===== config.mk =====
export PLATFORM = sky130hd
export DESIGN_NAME = reg_file_sb
export DESIGN_NICKNAME = d
export VERILOG_FILES = /design/src/rtl/reg_file_sb.sv
export SDC_FILE = /design/constraint.sdc
export NUM_CORES = 1
export LEC_CHECK = 0
export ABC_AREA = 1
export CELL_PAD_IN_SITES_DETAIL_PLACEMENT = 1
export CELL_PAD_IN_SITES_GLOBAL_PLACEMENT = 2
export CORE_MARGIN = 2
export CORE_UTILIZATION = 32
export DETAILED_ROUTE_END_ITERATION = 8
export HOLD_SLACK_MARGIN = 0.15
export PLACE_DENSITY_LB_ADDON = 0.1
export SLEW_MARGIN = 20
export SYNTH_ARGS = -nofsm -noshare
export SYNTH_HDL_FRONTEND = slang
export SYNTH_SLANG_ARGS = --single-unit

===== constraint.sdc =====
create_clock -name Clock -period 3.8 [get_ports Clock]
set_input_delay 0.76 -clock Clock [delete_from_list [all_inputs] [get_ports Clock]]
set_output_delay 0.76 -clock Clock [all_outputs]
set_load 0.02 [all_outputs]

===== src/rtl/reg_file_sb.sv =====
// Parametrised register file with dual write ports (ALU + load return), optional
// write-through bypass, optional hardwired zero register and a pending-load scoreboard.
module reg_file_sb #(
    parameter int unsigned n         = 16,
    parameter int unsigned reg_count = 8,
    parameter int unsigned addr_size = 3,
    parameter bit          ZERO_REG  = 1'b0,
    parameter bit          BYPASS    = 1'b1
) (
    input  logic                 Clock,
    input  logic                 nReset,
    input  logic [addr_size-1:0] Rs1,
    input  logic [addr_size-1:0] Rs2,
    output logic [n-1:0]         Rd1,
    output logic [n-1:0]         Rd2,
    input  logic                 WeA,
    input  logic [addr_size-1:0] RwA,
    input  logic [n-1:0]         WDataA,
    input  logic                 WeB,
    input  logic [addr_size-1:0] RwB,
    input  logic [n-1:0]         WDataB,
    input  logic                 LdIssue,
    input  logic [addr_size-1:0] LdRw,
    output logic                 Stall,
    output logic [addr_size:0]   PendCount,
    output logic                 Overlap
);

    localparam int unsigned cnt_w = addr_size + 1;

    logic [n-1:0]         regs [reg_count];
    logic [reg_count-1:0] pending;
    logic [reg_count-1:0] pending_nxt;
    logic [cnt_w-1:0]     pend_cnt_nxt;
    logic                 overlap_set;

    function automatic logic is_zero(input logic [addr_size-1:0] a);
        return ZERO_REG && (a == '0);
    endfunction

    function automatic logic [n-1:0] read_port(input logic [addr_size-1:0] rs);
        logic [n-1:0] d;
        d = regs[rs];
        if (BYPASS && WeA && (RwA == rs)) begin
            d = WDataA;
        end else if (BYPASS && WeB && (RwB == rs)) begin
            d = WDataB;
        end
        if (is_zero(rs)) begin
            d = '0;
        end
        return d;
    endfunction

    // A returning load whose data is being forwarded no longer blocks its reader
    function automatic logic pend_hit(input logic [addr_size-1:0] rs);
        return pending[rs] && !is_zero(rs) && !(BYPASS && WeB && (RwB == rs));
    endfunction

    // Storage: port A wins when both ports target the same register
    always_ff @(posedge Clock or negedge nReset) begin
        if (!nReset) begin
            for (int unsigned i = 0; i < reg_count; i++) begin
                regs[i] <= '0;
            end
        end else begin
            if (WeB && !is_zero(RwB) && !(WeA && (RwA == RwB))) begin
                regs[RwB] <= WDataB;
            end
            if (WeA && !is_zero(RwA)) begin
                regs[RwA] <= WDataA;
            end
        end
    end

    always_comb begin
        Rd1   = read_port(Rs1);
        Rd2   = read_port(Rs2);
        Stall = pend_hit(Rs1) | pend_hit(Rs2);
    end

    // Scoreboard next state: a new load issue overrides a same-cycle return
    always_comb begin
        pending_nxt  = pending;
        pend_cnt_nxt = '0;
        for (int unsigned i = 0; i < reg_count; i++) begin
            if (LdIssue && (LdRw == addr_size'(i)) && !is_zero(addr_size'(i))) begin
                pending_nxt[i] = 1'b1;
            end else if (WeB && (RwB == addr_size'(i))) begin
                pending_nxt[i] = 1'b0;
            end
            pend_cnt_nxt = pend_cnt_nxt + cnt_w'(pending_nxt[i]);
        end
    end

    always_comb begin
        overlap_set = LdIssue && pending[LdRw] && !(WeB && (RwB == LdRw));
    end

    always_ff @(posedge Clock or negedge nReset) begin
        if (!nReset) begin
            pending   <= '0;
            PendCount <= '0;
            Overlap   <= 1'b0;
        end else begin
            pending   <= pending_nxt;
            PendCount <= pend_cnt_nxt;
            Overlap   <= Overlap | overlap_set;
        end
    end

endmodule


Yosys cells after proc, flatten, opt, wreduce, memory -nomap -nowiden
Index checks and enable logic that the tools add are counted.
- bits in registers: 141
- bits of input ports: 52
- output and inout bits: 38
- word-level logic and storage cells: 128
- $add $sub $neg: 7
- magnitude comparators: 9
- eq/ne operators: 20
- muxes and demuxes: 40
- bitwise operators: 6
- reductions and logical operators: 35
- operators with widths (cell ; count):
    $bwmux W128 ; 2
    $mux W128 ; 2
    $mux W16 ; 10
    $bmux W16 S3 ; 2
    $demux W16 S3 ; 2
    $logic_and A1 B1 Y1 ; 29
    $eq A3 B3 Y1 const B ; 8
    $mux W1 ; 19
    $eq A3 B3 Y1 ; 6
    $add A4 B1 Y4 ; 4
    $ge A4 B4 Y1 const B ; 4
    $not A3 Y4 ; 4
    $eq A3 B2 Y1 const B ; 4
    $lt A3 B4 Y1 const B ; 3
    $bmux W1 S3 ; 3
    $lt A4 B1 Y1 const B ; 2
    $eq A3 B1 Y1 const B ; 2
    $logic_not A3 Y1 ; 2
    $add A3 B1 Y4 ; 1
    $logic_not A1 Y1 ; 4
    $add A2 B1 Y3 ; 1
    $add A1 B1 Y2 ; 1
    $or A1 B1 Y1 ; 2

Logic depth before layout (Yosys ltp)
Gate-level depths: netlist (run 1).
- word-level depth: 11
- depth in mapped cells: 15
- mapped depth without buffers: 14

Least setup slack after synthesis (run 1)
Ideal clock, no wire load.
- path kind: input -> register
- start point: input port RwB[1]
- end point: register PendCount[2]
- library setup time: 0.123 ns
- arrival: 3.668 ns
- data required time: 3.677 ns
- path slack: 0.010 ns
- stages on the path: 14
- buffers on the path: 1
- path through: buf_4 nor2_1 nand2_1 o21ai_0 o21ai_0 fa_1 inv_1 fa_1 fa_1 inv_1 ha_1 inv_1 fa_1 xnor2_1
- longest elaborated chain between the ends: 11
- elaborated cells between the ends (all ways): 39
- those cells by class: 7 x add/sub; 7 x eq/ne; 16 x mux; 9 x reduce/logical
- ends and longest elaborated chain (item ; RTL line ; source):
    start: declaration ; 20 ; input logic [addr_size-1:0] RwB,
    $logic_not A3 Y1 ; 89 ; end else if (WeB && (RwB == addr_size'(i))) begin
    $logic_and A1 B1 Y1 ; 89 ;
    $mux W1 ; 89 ;
    $mux W1 ; 87 ; if (LdIssue && (LdRw == addr_size'(i)) && !is_zero(addr_size'(i))) begin
    named net pending_nxt[0] ; 33 ; logic [reg_count-1:0] pending_nxt;
    $add A1 B1 Y2 ; 92 ; pend_cnt_nxt = pend_cnt_nxt + cnt_w'(pending_nxt[i]);
    $add A2 B1 Y3 ; 92 ;
    $add A3 B1 Y4 ; 92 ;
    $add A4 B1 Y4 (4 in a row) ; 92 ;
    named net pend_cnt_nxt[2] ; 34 ; logic [cnt_w-1:0] pend_cnt_nxt;
    end signal: assignment ; 107 ; PendCount <= pend_cnt_nxt;
    end: declaration ; 25 ; output logic [addr_size:0] PendCount,
The timed path passes the listed nets, and every way through them passes these cells.

Final worst setup path (run 1)
- start point: input port Rs2[2]
- end point: output port Rd2[3]
- longest elaborated chain between the ends: 6
- elaborated cells between the ends (all ways): 10
- those cells by class: 2 x eq/ne; 5 x mux; 1 x bitwise; 2 x reduce/logical
- ends and longest elaborated chain (item ; RTL line ; source):
    start: declaration ; 13 ; input logic [addr_size-1:0] Rs2,
    $not A3 Y4 (implied by the code) ; 43 ; d = regs[rs];
    $bmux W16 S3 ; 43 ;
    $mux W16 (implied by the code) (2 in a row) ; 43 ;
    $mux W16 ; 46 ; end else if (BYPASS && WeB && (RwB == rs)) begin
    $mux W16 (*) ; 44 ; if (BYPASS && WeA && (RwA == rs)) begin
    end: declaration ; 15 ; output logic [n-1:0] Rd2,
Every way passes the cells marked *; elsewhere a longest branch is shown, timed or not. The select of a mux whose other input is x is not followed.

==> results of run 1 <==
-- area by class of cell --
type | instances | area share (%)
timing repair buffer | 229 | 15.7
tap | 455 | 4.08
clock inverter | 8 | 0.610
clock buffer | 24 | 3.45
multi-input combinational | 1409 | 45.1
sequential | 141 | 25.3
inverter | 213 | 5.75
-- repair_timing --
item                                    in CTS  in global routing
endpoints found under the setup margin      31                 31
pin swaps                                    1                  2
setup buffers                                1                  0
gates resized for setup                     10                 41
hold buffers                                 0                  0
-- state kept, by name, summed over array words and instances (netlist names) --
name       count
Overlap        1
PendCount      4
pending        8
regs         128
-- cell usage in the layout (no fill, tap or decap), drive strengths merged, types with 4 or more instances in the layout --
cell type | synthesis | layout
nand2 | 734 | 734
nand3 | 502 | 502
inv | 205 | 205
buf | 85 | 148
dfrtp | 141 | 141
nor2 | 73 | 73
clkdlybuf4s50 | 0 | 50
o21ai | 45 | 45
a21oi | 34 | 34
dlymetal6s2s | 0 | 29
clkbuf | 43 | 24
clkinv | 8 | 12
o22ai | 5 | 5
fa | 4 | 4
nor3 | 4 | 4
-- metal layers --
metal | track usage [%] | wire [um]
met1 | 43.7 | 26300
met2 | 54.3 | 27900
met3 | 6.32 | 3640
met4 | 11.7 | 1880
met5 | 0 | 0
-- path summary, 6_finish.rpt --
path / cells past startpoint / end / from
worst max register to register: 11 / PendCount[2]$_DFF_PN0_ / pending[3]$_DFF_PN0_
worst max-delay path: 11 / Rd2[3] / Rs2[2]
worst min register to register: 2 / Overlap$_DFF_PN0_ / Overlap$_DFF_PN0_
max in group asynchronous: 2 / regs[44]$_DFF_PN0_ / nReset
worst min-delay path: 1 / regs[112]$_DFF_PN0_ / nReset
min in group Clock: 2 / Overlap$_DFF_PN0_ / Overlap$_DFF_PN0_
-- metrics by stage --
stage / hold WS [ns] / setup slack [ns] / total power [mW] / TNS (ns)
finish: 0.262 / 0.0716 / 6.07 / 0
global route: 0.300 / -0.00881 / 6.45 / -0.00881
detailed placement: 0.457 / -0.837 / 4.37 / -4.60
CTS: 0.286 / 0.00180 / 6.10 / 0
global placement: 0.451 / -0.772 / 4.29 / -4.54
floorplan: 0.464 / 0.00963 / 3.43 / 0
-- cell usage after synthesis --
cell and n:
nand2_1 724, nand3_1 502, inv_1 194, dfrtp_1 141
nor2_1 55, clkbuf_1 43, a21oi_1 34, o21ai_0 34
buf_2 33, buf_1 32, buf_6 15, nor2_2 14
inv_2 11, o21ai_1 11, nand2_2 9, clkinv_1 8
buf_4 5, o22ai_1 5, fa_1 4, nor2_4 4
ha_1 3, xor2_1 3, nor3_1 2, nor3_4 2
nand2_4 1, nand4_1 1, xnor2_1 1
-- power by group through the flow --
stage	logic, mW	registers [mW]	clock network [mW]
final	2.32	2.03	1.72
after global routing	2.60	2.06	1.79
after CTS	2.33	2.03	1.74
after detailed placement	2.32	2.05	0
after global placement	2.26	2.04	0
after floorplan	1.41	2.02	0
-- cell families (layout without fill, tap and decap cells) --
kind of cell	Yosys count	count (layout)
buffers and inverters	341	474
AOI/OAI and AO/OA	84	84
DFF	141	141
and+or+nand+nor	1314	1314
adders and majority gates	7	7
xor gates and xnor gates	4	4
-- worst max-delay path, delay by kind of cell --
family	cells	cell delay (ns)
buf+inv	5	1.55
simple gates	5	0.47
compound gates	1	0.19
==> flow_summary.toml, run 1 <==
[grt]
grt_max_degree = 128
grt_pass1_vias = 13500
grt-ovfl-total = 0
grt_pass1_wl_um = 88000
antenna_found_initial = 0
grt_usage_pct = 33.2

[yosys]
synth_warnings = 0
synth_compound_area_share_pct = 3.79
synth_area_leader_cell = "dfrtp_1"
synthSimpleGateAreaFrac_pct = 50.6
syn_area_mm2 = 0.0112
synthTopCellsByArea = "dfrtp_1 31%, nand2_1 24%, nand3_1 22%"
synth.distinct_cells = 27
synth_top_area_share_pct = 31.4
synth.net_count = 1950
synthMuxAreaShare_pct = 0
ys_ff_latch = 141
synth_top_family_by_area = "simple AND/OR/NAND/NOR gates"
syn-instance-count = 1891
ys_seq_area_share_pct = 31.4
synth_xor_area_share_pct = 0.312
synthAdderAreaFrac_pct = 1.05
syn_area_per_cell_um2 = 5.95

[finish]
layout.nets = 2070
final_cells = 2479
design_area_mm2 = 0.0140
multiInputGateArea_mm2 = 0.00629
fin_util_pct = 40.4
register_area_mm2 = 0.00353
diodes = 0
nFillCells = 4610
drive_gt1_share_pct = 11.2
area_growth_pct = 24.1

[drt]
drt-wirelength-per-cell_um = 24.1
totalWireLength_um = 59700
drtIter0Drc = 968
drt-vias-per-instance = 5.41
drc = 0
first_pass_iters = 5
antenna_left = 0
vias = 13400

[place]
placed_cells = 2446
place.gp.congestion = 0.832
portBuffers = 89
placed_area_mm2 = 0.0133
hpwl_um = 38700

[setup_path]
reg2reg_slack_ns = 0.64
worstPathCellList = "clkdlybuf4s50_1, buf_4, nand2_1, nand2_1, nor2_2, buf_12, nand3_1, nand2_1, inv_1, a21oi_1, clkdlybuf4s50_1"
startpoint_type = "input pin"
slowest_delay_ns = 0.67
crit_path_frequent_cell = "nand2_1"
crit_type = "input pin to primary output"
worstPathArrival_ns = 2.97
cp-end-kind = "primary output"
crit_fanout = 16
crit_slowest_cell = "clkdlybuf4s50_1"
crit_required_ns = 3.04

[timing]
fmax_ghz = 0.268
tightest_slew_ns = 1.01
rsz0062_at_grt = "true"
layout_min_cycle_time_ns = 3.73
final.setup_skew_ns = 0.00523
final-max-slew-violation-count = 0
slew-limit-headroom_pct = 32.3
finalHoldViolCount = 0
period_share_pct = 98.1
setup-violations-final = 0

[power_and_ir_drop]
power_switching_mw = 2.41
power_frac_seq_pct = 33.4
pwr-share-comb_pct = 38.2
p_leak_nw = 7.57
p_per_area_mw_per_mm2 = 435
intPower_mw = 3.66
clkPwrFrac_pct = 28.4
swShare_pct = 39.7
ir_drop_v = 0.000334

[die]
num_rows = 68
initial_core_util_pct = 32.6
core_area_mm2 = 0.0345
die_area_mm2 = 0.0367
fp.dieH_um = 191
die_w_um = 191
ioPinCount = 90

[cts]
cts_sinks = 141
root_buffer = "clkbuf_16"
numCtsBuffers = 17
path_clk_slew_ns = 0.06
cts_tree = "done"
clk_latency_ns = 0.45
htree_levels = 4
cts_buffer_depth = 2

[outcome]
status = "finished clean"

[run]
maxCapViolCount = 0

[min_path]
hp-class = "input pin to async pin"
No activity file was read; power rests on OpenSTA's default activity.
==> inputs of run 2 (changes only) <==
- CORE_ASPECT_RATIO: unset -> 1.25
==> flow_summary.toml, run 2 (same netlist as run 1, synthesis figures left out) <==
[setup_path]
reg2reg_slack_ns = 0.67
cp-end-kind = "primary output"
startpoint_type = "input pin"
rr_worst_depth = 11
crit_required_ns = 3.04
timing.rr.start = "pending[1]$_DFF_PN0_"
crit_type = "input pin to primary output"
crit_fanout = 4
worstPathArrival_ns = 2.90
regToRegEndpoint = "PendCount[2]$_DFF_PN0_"

[drt]
drt-wirelength-per-cell_um = 23.9
drtIter0Drc = 1020
vias = 13700
first_pass_iters = 5
totalWireLength_um = 59800
antenna_left = 0
drt-vias-per-instance = 5.46
drc = 0

[finish]
fin_util_pct = 40.7
final_common_cell = "nand2_1"
area_growth_pct = 25.0
largestRegisters = "regs x128, pending x8, PendCount x4"
drive_gt1_share_pct = 12.1
diodes = 0
design_area_mm2 = 0.0141
layout.nets = 2078
largest_register_ffs = 128
final_cell_mix = "718 x nand2_1, 502 x nand3_1, 190 x inv_1"
register_area_mm2 = 0.00353
multiInputGateArea_mm2 = 0.00632
regMostFlops = "regs"
nFillCells = 4587

[cts]
cts_buffer_depth = 2
numCtsBuffers = 17
clk_latency_ns = 0.46
root_buffer = "clkbuf_16"
path_clk_slew_ns = 0.06
htree_levels = 4
cts_sinks = 141
cts_tree = "done"

[outcome]
status = "finished clean"

[timing]
slew-limit-headroom_pct = 27.1
tightest_slew_ns = 1.09
setup-violations-final = 0
period_share_pct = 96.3
final.setup.tns_ns = 0
rsz0062_at_grt = "false"
fin_ws_ns = 0.139
fmax_ghz = 0.273
finalHoldViolCount = 0
final.setup_skew_ns = 0.00248
layout_min_cycle_time_ns = 3.66
holdWs_ns = 0.327
final-max-slew-violation-count = 0

[power_and_ir_drop]
p_per_area_mw_per_mm2 = 434
p_leak_nw = 7.48
ir_drop_v = 0.000348

[die]
ioPinCount = 90
die_area_mm2 = 0.0367
initial_core_util_pct = 32.6
core_area_mm2 = 0.0345
die_w_um = 172
fp.dieH_um = 214
num_rows = 76

[grt]
grt_max_degree = 65
grt_usage_pct = 33.5
grt_pass1_vias = 14000
grt_pass1_wl_um = 88600
grt-ovfl-total = 0
antenna_found_initial = 1

[place]
portBuffers = 89
place_ws_ns = -0.743
hpwl_um = 39800
place.gp.congestion = 0.897
placed_area_mm2 = 0.0134

[min_path]
hp-class = "input pin to async pin"

[run]
maxCapViolCount = 0
-- run 2: what timing repair did --
action | in CTS | in global routing
setup buffers | 0 | 3
gates resized for setup | 35 | 30
hold buffers | 0 | 0
endpoints found under the hold margin | 0 | 0
pin swaps | 1 | 6
endpoints found under the setup margin | 34 | 9
-- run 2: critical path, cell delays in order --
cell             delay, ns
clkdlybuf4s50_1       0.57
inv_2                 0.07
nand2_1               0.06
nand2_1               0.07
nor2_2                0.22
buf_4                 0.17
nand3_1               0.06
nand2_1               0.07
inv_1                 0.04
a21oi_1               0.16
clkdlybuf4s50_1       0.65
-- run 2: worst max-delay path by stage --
stage | start | endpoint | slack, ns | depth (start not counted)
global placement | RwB[1] | PendCount[2]$_DFF_PN0_ | -0.67 | 15
detailed placement | RwB[1] | PendCount[2]$_DFF_PN0_ | -0.74 | 15
finish | Rs1[2] | Rd1[5] | 0.14 | 11
CTS | RwB[0] | Rd2[11] | 0.003 | 12
floorplan | RwB[1] | PendCount[2]$_DFF_PN0_ | 0.01 | 14
global route | RwB[2] | PendCount[2]$_DFF_PN0_ | 0.004 | 14
-- run 2: final cells by class --
cell class | count | area share, %
inverter | 213 | 5.71
clock inverter | 13 | 1.01
timing repair buffer | 237 | 15.9
tap | 468 | 4.16
sequential | 141 | 25.1
clock buffer | 19 | 3.15
multi-input combinational | 1409 | 45.0
-- run 2: metrics by stage --
stage	std cells	power, mW
floorplan	1891	3.43
global placement	2465	4.31
detailed placement	2465	4.37
CTS	2497	6.10
global route	2500	6.51
finish	2500	6.10
-- run 2: metal layers --
layer	track usage, %	share of wire (%)	vias up
li1	-	-	6224
met1	43.0	42	6777
met2	54.5	47	532
met3	5.35	6.5	118
met4	16.7	4.9	2
met5	0	0.022	-
-- run 2: where the power goes --
part | total [mW] | internal, mW | switching (mW)
Sequential | 2.03 | 1.85 | 0.181
Clock | 1.76 | 0.986 | 0.772
Combinational | 2.31 | 0.847 | 1.47
==> inputs of run 3 (changes only) <==
- CTS_CLUSTER_SIZE: unset -> 16
==> results of run 3 <==
Same layout as run 2: the final DEF is identical, and so are final timing and power.
